File: config.mk
export PLATFORM = sky130hd
export DESIGN_NAME = axil2mmio
export DESIGN_NICKNAME = d
export VERILOG_FILES = /design/src/rtl/axil_pkg.sv /design/src/rtl/axil2mmio.sv
export SDC_FILE = /design/constraint.sdc
export NUM_CORES = 1
export LEC_CHECK = 0
export CORE_MARGIN = 2
export CORE_UTILIZATION = 25
export DETAILED_ROUTE_END_ITERATION = 12
export SYNTH_ARGS = -nofsm -noshare
export SYNTH_HDL_FRONTEND = slang
export SYNTH_SLANG_ARGS = --single-unit
File: constraint.sdc
create_clock -name clk -period 2.65 [get_ports clk]
set_input_delay 0.265 -clock clk [delete_from_list [all_inputs] [get_ports clk]]
set_output_delay 0.265 -clock clk [all_outputs]
set_load 0.02 [all_outputs]
File: src/rtl/axil_pkg.sv
// Shared types for the AXI4-Lite to MMIO bridge: response codes and the bridge FSM states.
// Pure type definitions; no logic, no latency, no flow control.
package axil_pkg;

    typedef enum logic [1:0] {
        OKAY   = 2'b00,
        SLVERR = 2'b10
    } resp_e;

    typedef enum logic [2:0] {
        IDLE,
        WR,
        WRESP,
        RD,
        RWAIT,
        RRESP
    } state_e;

endpackage

File: src/rtl/axil2mmio.sv
// AXI4-Lite slave to one-cycle MMIO strobes, one transaction in flight, round-robin write/read grant.
// Latency: mmio_wr_en 1 cycle after accept, bvalid 2; mmio_rd_en 1 cycle after accept, rvalid RD_LATENCY+2.
// Backpressure: B/R responses held until ready; no new request accepted until the response completes. Optional: AXIL2MMIO_ALIGN_CHECK_EN.
module axil2mmio
    import axil_pkg::*;
#(
    parameter int ADDR_WIDTH = 32,
    parameter int DATA_WIDTH = 64,
    parameter int RD_LATENCY = 1
) (
    input  logic                    clk,
    input  logic                    rst,

    input  logic [ADDR_WIDTH-1:0]   s_awaddr,
    input  logic                    s_awvalid,
    output logic                    s_awready,

    input  logic [DATA_WIDTH-1:0]   s_wdata,
    input  logic [DATA_WIDTH/8-1:0] s_wstrb,
    input  logic                    s_wvalid,
    output logic                    s_wready,

    output logic [1:0]              s_bresp,
    output logic                    s_bvalid,
    input  logic                    s_bready,

    input  logic [ADDR_WIDTH-1:0]   s_araddr,
    input  logic                    s_arvalid,
    output logic                    s_arready,

    output logic [DATA_WIDTH-1:0]   s_rdata,
    output logic [1:0]              s_rresp,
    output logic                    s_rvalid,
    input  logic                    s_rready,

    output logic                    mmio_wr_en,
    output logic [ADDR_WIDTH-1:0]   mmio_wr_addr,
    output logic [DATA_WIDTH-1:0]   mmio_wr_data,
    output logic [DATA_WIDTH/8-1:0] mmio_wr_byteen,

    output logic                    mmio_rd_en,
    output logic [ADDR_WIDTH-1:0]   mmio_rd_addr,
    input  logic [DATA_WIDTH-1:0]   mmio_rd_data
);

    localparam int CNT_W = $clog2(RD_LATENCY + 1);
    localparam logic [CNT_W-1:0] CNT_INIT = CNT_W'(RD_LATENCY - 1);

    state_e           state;
    state_e           state_nxt;
    logic             last_wr;
    logic             err_q;
    logic [CNT_W-1:0] cnt;
    logic [DATA_WIDTH-1:0] rdata_q;

    logic wr_req;
    logic rd_req;
    logic wr_gnt;
    logic rd_gnt;
    logic wr_acc;
    logic rd_acc;
    logic aw_misaligned;
    logic ar_misaligned;

`ifdef AXIL2MMIO_ALIGN_CHECK_EN
    localparam int ALIGN_BITS = $clog2(DATA_WIDTH / 8);
    assign aw_misaligned = |s_awaddr[ALIGN_BITS-1:0];
    assign ar_misaligned = |s_araddr[ALIGN_BITS-1:0];
`else
    assign aw_misaligned = 1'b0;
    assign ar_misaligned = 1'b0;
`endif

    // A write only competes once both AW and W are present; last_wr favours the other class on a tie.
    assign wr_req = s_awvalid && s_wvalid;
    assign rd_req = s_arvalid;
    assign wr_gnt = wr_req && (!rd_req || !last_wr);
    assign rd_gnt = rd_req && (!wr_req || last_wr);

    always_ff @(posedge clk) begin
        if (rst) begin
            state   <= IDLE;
            last_wr <= 1'b0;
        end else begin
            state <= state_nxt;
            if (wr_acc) begin
                last_wr <= 1'b1;
            end else if (rd_acc) begin
                last_wr <= 1'b0;
            end
        end
    end

    always_comb begin
        state_nxt  = state;
        s_awready  = 1'b0;
        s_wready   = 1'b0;
        s_arready  = 1'b0;
        s_bvalid   = 1'b0;
        s_rvalid   = 1'b0;
        mmio_wr_en = 1'b0;
        mmio_rd_en = 1'b0;
        wr_acc     = 1'b0;
        rd_acc     = 1'b0;
        case (state)
            IDLE: begin
                if (!rst) begin
                    if (wr_gnt) begin
                        wr_acc    = 1'b1;
                        s_awready = 1'b1;
                        s_wready  = 1'b1;
                        state_nxt = WR;
                    end else if (rd_gnt) begin
                        rd_acc    = 1'b1;
                        s_arready = 1'b1;
                        state_nxt = RD;
                    end
                end
            end
            WR: begin
                mmio_wr_en = !err_q;
                state_nxt  = WRESP;
            end
            WRESP: begin
                s_bvalid = 1'b1;
                if (s_bready) begin
                    state_nxt = IDLE;
                end
            end
            RD: begin
                mmio_rd_en = !err_q;
                state_nxt  = RWAIT;
            end
            RWAIT: begin
                if (cnt == '0) begin
                    state_nxt = RRESP;
                end
            end
            RRESP: begin
                s_rvalid = 1'b1;
                if (s_rready) begin
                    state_nxt = IDLE;
                end
            end
            default: state_nxt = IDLE;
        endcase
    end

    // Request fields are captured at accept so the strobe cycle presents registered values.
    always_ff @(posedge clk) begin
        if (rst) begin
            mmio_wr_addr   <= '0;
            mmio_wr_data   <= '0;
            mmio_wr_byteen <= '0;
            mmio_rd_addr   <= '0;
            err_q          <= 1'b0;
            cnt            <= '0;
            rdata_q        <= '0;
        end else begin
            if (wr_acc) begin
                mmio_wr_addr   <= s_awaddr;
                mmio_wr_data   <= s_wdata;
                mmio_wr_byteen <= s_wstrb;
                err_q          <= aw_misaligned;
            end
            if (rd_acc) begin
                mmio_rd_addr <= s_araddr;
                err_q        <= ar_misaligned;
            end
            if (state == RD) begin
                cnt <= CNT_INIT;
            end else if (state == RWAIT && cnt != '0) begin
                cnt <= cnt - CNT_W'(1);
            end
            if (state == RWAIT && cnt == '0) begin
                rdata_q <= err_q ? '0 : mmio_rd_data;
            end
        end
    end

    assign s_rdata = rdata_q;
    assign s_bresp = (state == WRESP && err_q) ? SLVERR : OKAY;
    assign s_rresp = (state == RRESP && err_q) ? SLVERR : OKAY;

endmodule

==> results of run 1 <==
==> layer usage <==
layer	part of all wire (%)	global-route usage [%]	vias up
met5	0	0	-
met4	2.5	4.096	0
met3	8.6	4.893	34
met2	48	24.30	234
met1	41	16.85	3088
li1	-	-	3367
==> critical path, delay by kind of cell, from the launching register on <==
family        cells  cell delay, ps
buf+inv           3             970
flops             1             330
simple gates      2             340
==> power by group <==
group          leakage, nW  switching (mW)  internal [mW]
sequential            1.67          0.0794           3.25
clock                0.397            1.32           1.97
combinational         3.05           0.601          0.805
==> worst paths after layout <==
path / from / to / cells past startpoint
worst max-delay path: state[0] / mmio_rd_en / 5
worst min-delay path: rst / state[0] / 3
worst max register to register: state[2] / mmio_wr_addr[14] / 4
worst min register to register: s_rdata[45] / s_rdata[45] / 2
==> state kept, by name, indices dropped and copies added, names as in the netlist <==
register	cells
cnt	1
last_wr	1
mmio_rd_addr	32
mmio_wr_addr	32
mmio_wr_byteen	8
mmio_wr_data	64
s_rdata	64
state	3
==> layout by cell type (no fill, tap or decap), drive strengths merged <==
cell type	netlist	routed
a211o	1	1
a211oi	1	1
a21oi	68	68
and3b	2	2
buf	20	9
bufinv	0	1
clkbuf	43	36
clkdlybuf4s50	0	409
clkinv	0	7
conb	1	4
dfxtp	205	205
dlygate4sd2	0	2
dlymetal6s2s	0	1
inv	2	3
mux2	104	104
mux2i	33	33
nand2	131	131
nand2b	66	66
nor2	1	1
nor2b	105	105
nor3b	4	4
nor4	1	1
nor4b	2	2
o32ai	1	1
or2	2	2
or4	1	1
or4b	1	1
==> kinds of logic (layout without fill, tap and decap cells) <==
family | Yosys count | count (layout) | share of synthesized area, %
AND/OR/NAND/NOR | 316 | 316 | 20.68
flip-flops | 205 | 205 | 50.63
multiplexers | 137 | 137 | 20.28
AO/OA/AOI/OAI | 71 | 71 | 4.507
buffers and inverters | 65 | 468 | 3.859
other | 1 | 4 | 0.04626
==> final cells by class <==
type,count,area (sq um),area share (%)
repair buffers,421,4245,31.74
flip-flops and latches,205,4104,30.68
multi-input cells,528,3725,27.85
clock buffers,36,716.9,5.360
well taps,402,503.0,3.761
clock inverters,9,73.82,0.5519
inverters,2,7.507,0.05613
==> results.sh, run 1 <==
export IMPL_synth_ff_type="dfxtp_1"
export IMPL_slew_headroom_pct=31.70
export IMPL_synth_largest_area_cell="dfxtp_1"
export IMPL_wl_per_cell_um=15.86
export IMPL_synth_avg_cell_area_sq_um=10.20
export IMPL_finalCriticalPeriod_ps=2409
export IMPL_cts_made_buffers=25
export IMPL_synth_most_common_cell="dfxtp_1"
export IMPL_ant_nets=0
export IMPL_grt_overflow_total=0
export IMPL_post_cts_setup_buffer_count=0
export IMPL_dpl_cell_area_sq_mm=0.01258
export IMPL_final_cells=1603
export IMPL_ys_seq_area_share_pct=50.63
export IMPL_max_freq_mhz=415.1
export IMPL_netlist_area_leader_share_pct=50.63
export IMPL_io_buffers=413
export IMPL_area_growth_pct=64.99
export IMPL_synth_common_cells="dfxtp_1, nand2_1, nor2b_1"
export IMPL_path_class="flip-flop to output pin"
export IMPL_postCtsHoldBufs=0
export IMPL_setup_violations=0
export IMPL_die_h_um=184.1
export IMPL_worst_pin_slew_ps=1025
export IMPL_clk_latency_ps=510
export IMPL_cts_tree="built"
export IMPL_p_leak_nw=5.117
export IMPL_die_area_sq_mm=0.03388
export IMPL_final_nets=1390
export IMPL_wl_um=25430
export IMPL_cts_sinks=205
export IMPL_die_width_um=184.1
export IMPL_skew_ps=7.697
export IMPL_cp_start_kind="flip-flop"
export IMPL_p_per_area_mw_per_mm2=600.0
export IMPL_setup_slack_ps=241.2
export IMPL_reg2reg_slack_ps=490
export IMPL_ys_seq_elements=205
export IMPL_min_period_over_period_pct=90.90
export IMPL_status="finished, final reports clean"
export IMPL_ioPinCount=418
export IMPL_diodes=0
export IMPL_gp_congestion=0.7573
export IMPL_drive_above_1_share_pct=13.24
export IMPL_cts_resized=2
export IMPL_yosys_warnings=0
export IMPL_crit_required_ps=2380
export IMPL_coreArea_sq_mm=0.03172
export IMPL_finalMaxSlewViolations=0
export IMPL_final_util_pct=42.17
export IMPL_antenna_found_initial=0
export IMPL_synth_top_cells_by_area="dfxtp_1, mux2_2, nor2b_1"
export IMPL_rsz0062_at_grt="no"
export IMPL_grt_max_degree=238
export IMPL_synth_cell_type_count=25
export IMPL_vias=6723
export IMPL_grt_usage_pct=14.22
export IMPL_crit_path_cell_trace="buf_4 > nand2_1 > or2_2 > inv_1 > clkdlybuf4s50_1"
export IMPL_ys_async_sr_fraction_pct=0
export IMPL_h_tree_depth=1
export IMPL_design_area_sq_mm=0.01338
export IMPL_cap_violations=0
export IMPL_nFillCells=3075
export IMPL_grt_pass1_wl_um=38330
export IMPL_whs_ps=76.35
export IMPL_synth_area_sq_mm=0.008107
export IMPL_num_rows=65
export IMPL_drtIter0Drc=201
export IMPL_avgViaCountPerCell=4.194
export IMPL_dp_hpwl_um=17790
export IMPL_cp_slowest_cell="clkdlybuf4s50_1"
export IMPL_dp_cells=1558
export IMPL_synth_edf_count=0
export IMPL_clock_path_buffers=3
export IMPL_power_mw=8.026
export IMPL_syn_inst=795
export IMPL_fin_tns_setup_ps=0
export IMPL_pre_cts_slack_ps=517.0
export IMPL_worst_hold_path_type="primary input to flip-flop"
export IMPL_ir_worst_vdd_uv=451.8
export IMPL_cts_root_buf="clkbuf_16"
export IMPL_cp_slowest_stage_delay_ps=700
export IMPL_endpoint_kind="output pin"
export IMPL_dr_pass1_iters=6
export IMPL_finalHoldViolCount=0
export IMPL_crit_fanout=12
export IMPL_drc=0
export IMPL_grt_pass1_vias=6782
export IMPL_cp_arrival_ps=2140
export IMPL_clkTransAtPathRegs_ps=60
export IMPL_start_util_pct=25.56
Power figures use the tool's default switching activity.
==> run 2, diff against run 1 <==
--- a/config.mk
+++ b/config.mk
@@ -8,6 +8,7 @@
 export CORE_MARGIN = 2
 export CORE_UTILIZATION = 25
 export DETAILED_ROUTE_END_ITERATION = 12
+export SETUP_SLACK_MARGIN = 0.15
 export SYNTH_ARGS = -nofsm -noshare
 export SYNTH_HDL_FRONTEND = slang
 export SYNTH_SLANG_ARGS = --single-unit
==> run 2 against run 1 <==
  * Worst hold slack hardly changed
  * Cell count stayed put
  * Setup slack better by 27 ps
  * Power hardly changed
  * Die area stayed put
  * Flip-flop and latch count stayed put
  * Clock power hardly changed
  * Critical path type unchanged
  * Critical endpoint is now s_wready
  * Largest power group unchanged
  * Highest routed layer unchanged
==> results.sh, run 2 (synthesis gave the netlist of run 1 again) <==
export IMPL_diodes=0
export IMPL_use_met1_pct=16.85
export IMPL_crit_required_ps=2380
export IMPL_die_width_um=184.1
export IMPL_grt_pass1_vias=6782
export IMPL_max_freq_mhz=419.9
export IMPL_startpoint="state[2]"
export IMPL_wl_per_cell_um=15.86
export IMPL_cp_top_family="simple AND/OR/NAND/NOR gates"
export IMPL_final_nets=1390
export IMPL_die_h_um=184.1
export IMPL_post_cts_setup_buffer_count=0
export IMPL_endpoint_kind="output pin"
export IMPL_skew_ps=7.560
export IMPL_grt_busiest_layer="met2"
export IMPL_final_common_cell="clkdlybuf4s50_1"
export IMPL_fin_tns_setup_ps=0
export IMPL_dp_hpwl_um=17790
export IMPL_cp_depth=4
export IMPL_grt_pass1_wl_um=38330
export IMPL_cp_buffers_inverters=2
export IMPL_area_growth_pct=64.98
export IMPL_status="finished, final reports clean"
export IMPL_cts_tree="built"
export IMPL_vias=6720
export IMPL_mostFrequentLayoutCells="clkdlybuf4s50_1, dfxtp_1, nand2_1"
export IMPL_grt_usage_pct=14.22
export IMPL_wl_um=25420
export IMPL_grt_overflow_total=0
export IMPL_crit_fanout=3
export IMPL_worst_hold_path_type="primary input to flip-flop"
export IMPL_cp_slowest_stage_delay_ps=560
export IMPL_slew_headroom_pct=31.67
export IMPL_crit_end="s_wready"
export IMPL_crit_path_cell_trace="or4_4 > a211o_4 > inv_1 > dlygate4sd2_1"
export IMPL_final_cells=1603
export IMPL_reg2reg_depth=4
export IMPL_min_period_over_period_pct=89.87
export IMPL_cap_violations=0
export IMPL_grt_max_degree=238
export IMPL_setup_violations=0
export IMPL_start_util_pct=25.56
export IMPL_p_per_area_mw_per_mm2=600.0
export IMPL_nFillCells=3075
export IMPL_cp_arrival_ps=2120
export IMPL_p_leak_nw=5.122
export IMPL_finalHoldViolCount=0
export IMPL_setup_slack_ps=268.6
export IMPL_pre_cts_slack_ps=517.0
export IMPL_clock_path_buffers=3
export IMPL_use_met3_pct=4.893
export IMPL_finalCriticalPeriod_ps=2381
export IMPL_ir_worst_vdd_uv=451.8
export IMPL_num_rows=65
export IMPL_rsz0062_at_grt="no"
export IMPL_cp_start_kind="flip-flop"
export IMPL_cp_slowest_cell="or4_4"
export IMPL_cts_root_buf="clkbuf_16"
export IMPL_cts_made_buffers=25
export IMPL_antenna_found_initial=0
export IMPL_drc=0
export IMPL_path_class="flip-flop to output pin"
export IMPL_ant_nets=0
export IMPL_coreArea_sq_mm=0.03172
export IMPL_finalMaxSlewViolations=0
export IMPL_worst_pin_slew_ps=1025
export IMPL_drive_above_1_share_pct=13.24
export IMPL_avgViaCountPerCell=4.192
export IMPL_final_util_pct=42.17
export IMPL_reg2reg_to="mmio_wr_addr[14]"
export IMPL_postCtsHoldBufs=0
export IMPL_clk_latency_ps=510
export IMPL_dp_cells=1558
export IMPL_reg2reg_slack_ps=490
export IMPL_gp_congestion=0.7573
export IMPL_clkTransAtPathRegs_ps=60
export IMPL_use_met2_pct=24.30
export IMPL_ioPinCount=418
export IMPL_drtIter0Drc=201
export IMPL_die_area_sq_mm=0.03388
export IMPL_dr_pass1_iters=6
export IMPL_io_buffers=413
export IMPL_cts_sinks=205
export IMPL_reg2reg_from="state[2]"
export IMPL_h_tree_depth=1
-- run 2: changes by cell type in the layout (fill, tap and decap cells not counted), sizes merged --
cell,delta
clkdlybuf4s50,-1
dlygate4sd2,+1
-- run 2: metrics by stage --
step | hold slack, ps | total power [mW] | area, sq um
6_report | 76.49 | 8.025 | 13370
5_1_grt | 55.94 | 8.377 | 13370
4_1_cts | 40.43 | 8.180 | 13370
3_5_place_dp | 447.0 | 4.820 | 12580
3_3_place_gp | 441.2 | 4.807 | 12580
2_1_floorplan | 401.0 | 4.057 | 8118
-- run 2: worst min path at each step --
| stage | startpoint | endpoint | depth (start not counted) |
|---|---|---|---|
| final | rst | state[0] | 3 |
| after global routing | rst | state[0] | 3 |
| after CTS | rst | state[0] | 3 |
| after detailed placement | s_rdata[15] | s_rdata[15] | 2 |
| after global placement | s_rdata[7] | s_rdata[7] | 2 |
| after floorplan | mmio_rd_data[0] | s_rdata[0] | 2 |
-- run 2: metal layers --
| metal | routed length [um] | part of all wire [%] | vias up |
|---|---|---|---|
| met2 | 12140 | 48 | 232 |
| met3 | 2181 | 8.6 | 34 |
| met5 | 0 | 0 | - |
| li1 | - | - | 3367 |
| met1 | 10460 | 41 | 3087 |
| met4 | 635 | 2.5 | 0 |
-- run 2: cell type report --
class / instances / area (sq um) / area share, %
multi-input cells: 528 / 3725 / 27.85
flip-flops and latches: 205 / 4104 / 30.69
repair buffers: 421 / 4244 / 31.73
well taps: 402 / 503.0 / 3.761
clock inverters: 9 / 73.82 / 0.5520
clock buffers: 36 / 716.9 / 5.361
inverters: 2 / 7.507 / 0.05613
-- run 2: power breakdown --
part,internal (mW),switching [mW]
clock,1.97,1.32
sequential,3.25,0.0794
combinational,0.805,0.601
-- run 2: worst min-delay path, stage by stage --
cell and delay, ps:
buf_6 80, or4_4 130, o32ai_1 60
-- run 2: repair_timing --
item                       CTS  global route
setup endpoints to repair    3             1
pin swaps                    0             0
resized for setup            3             1
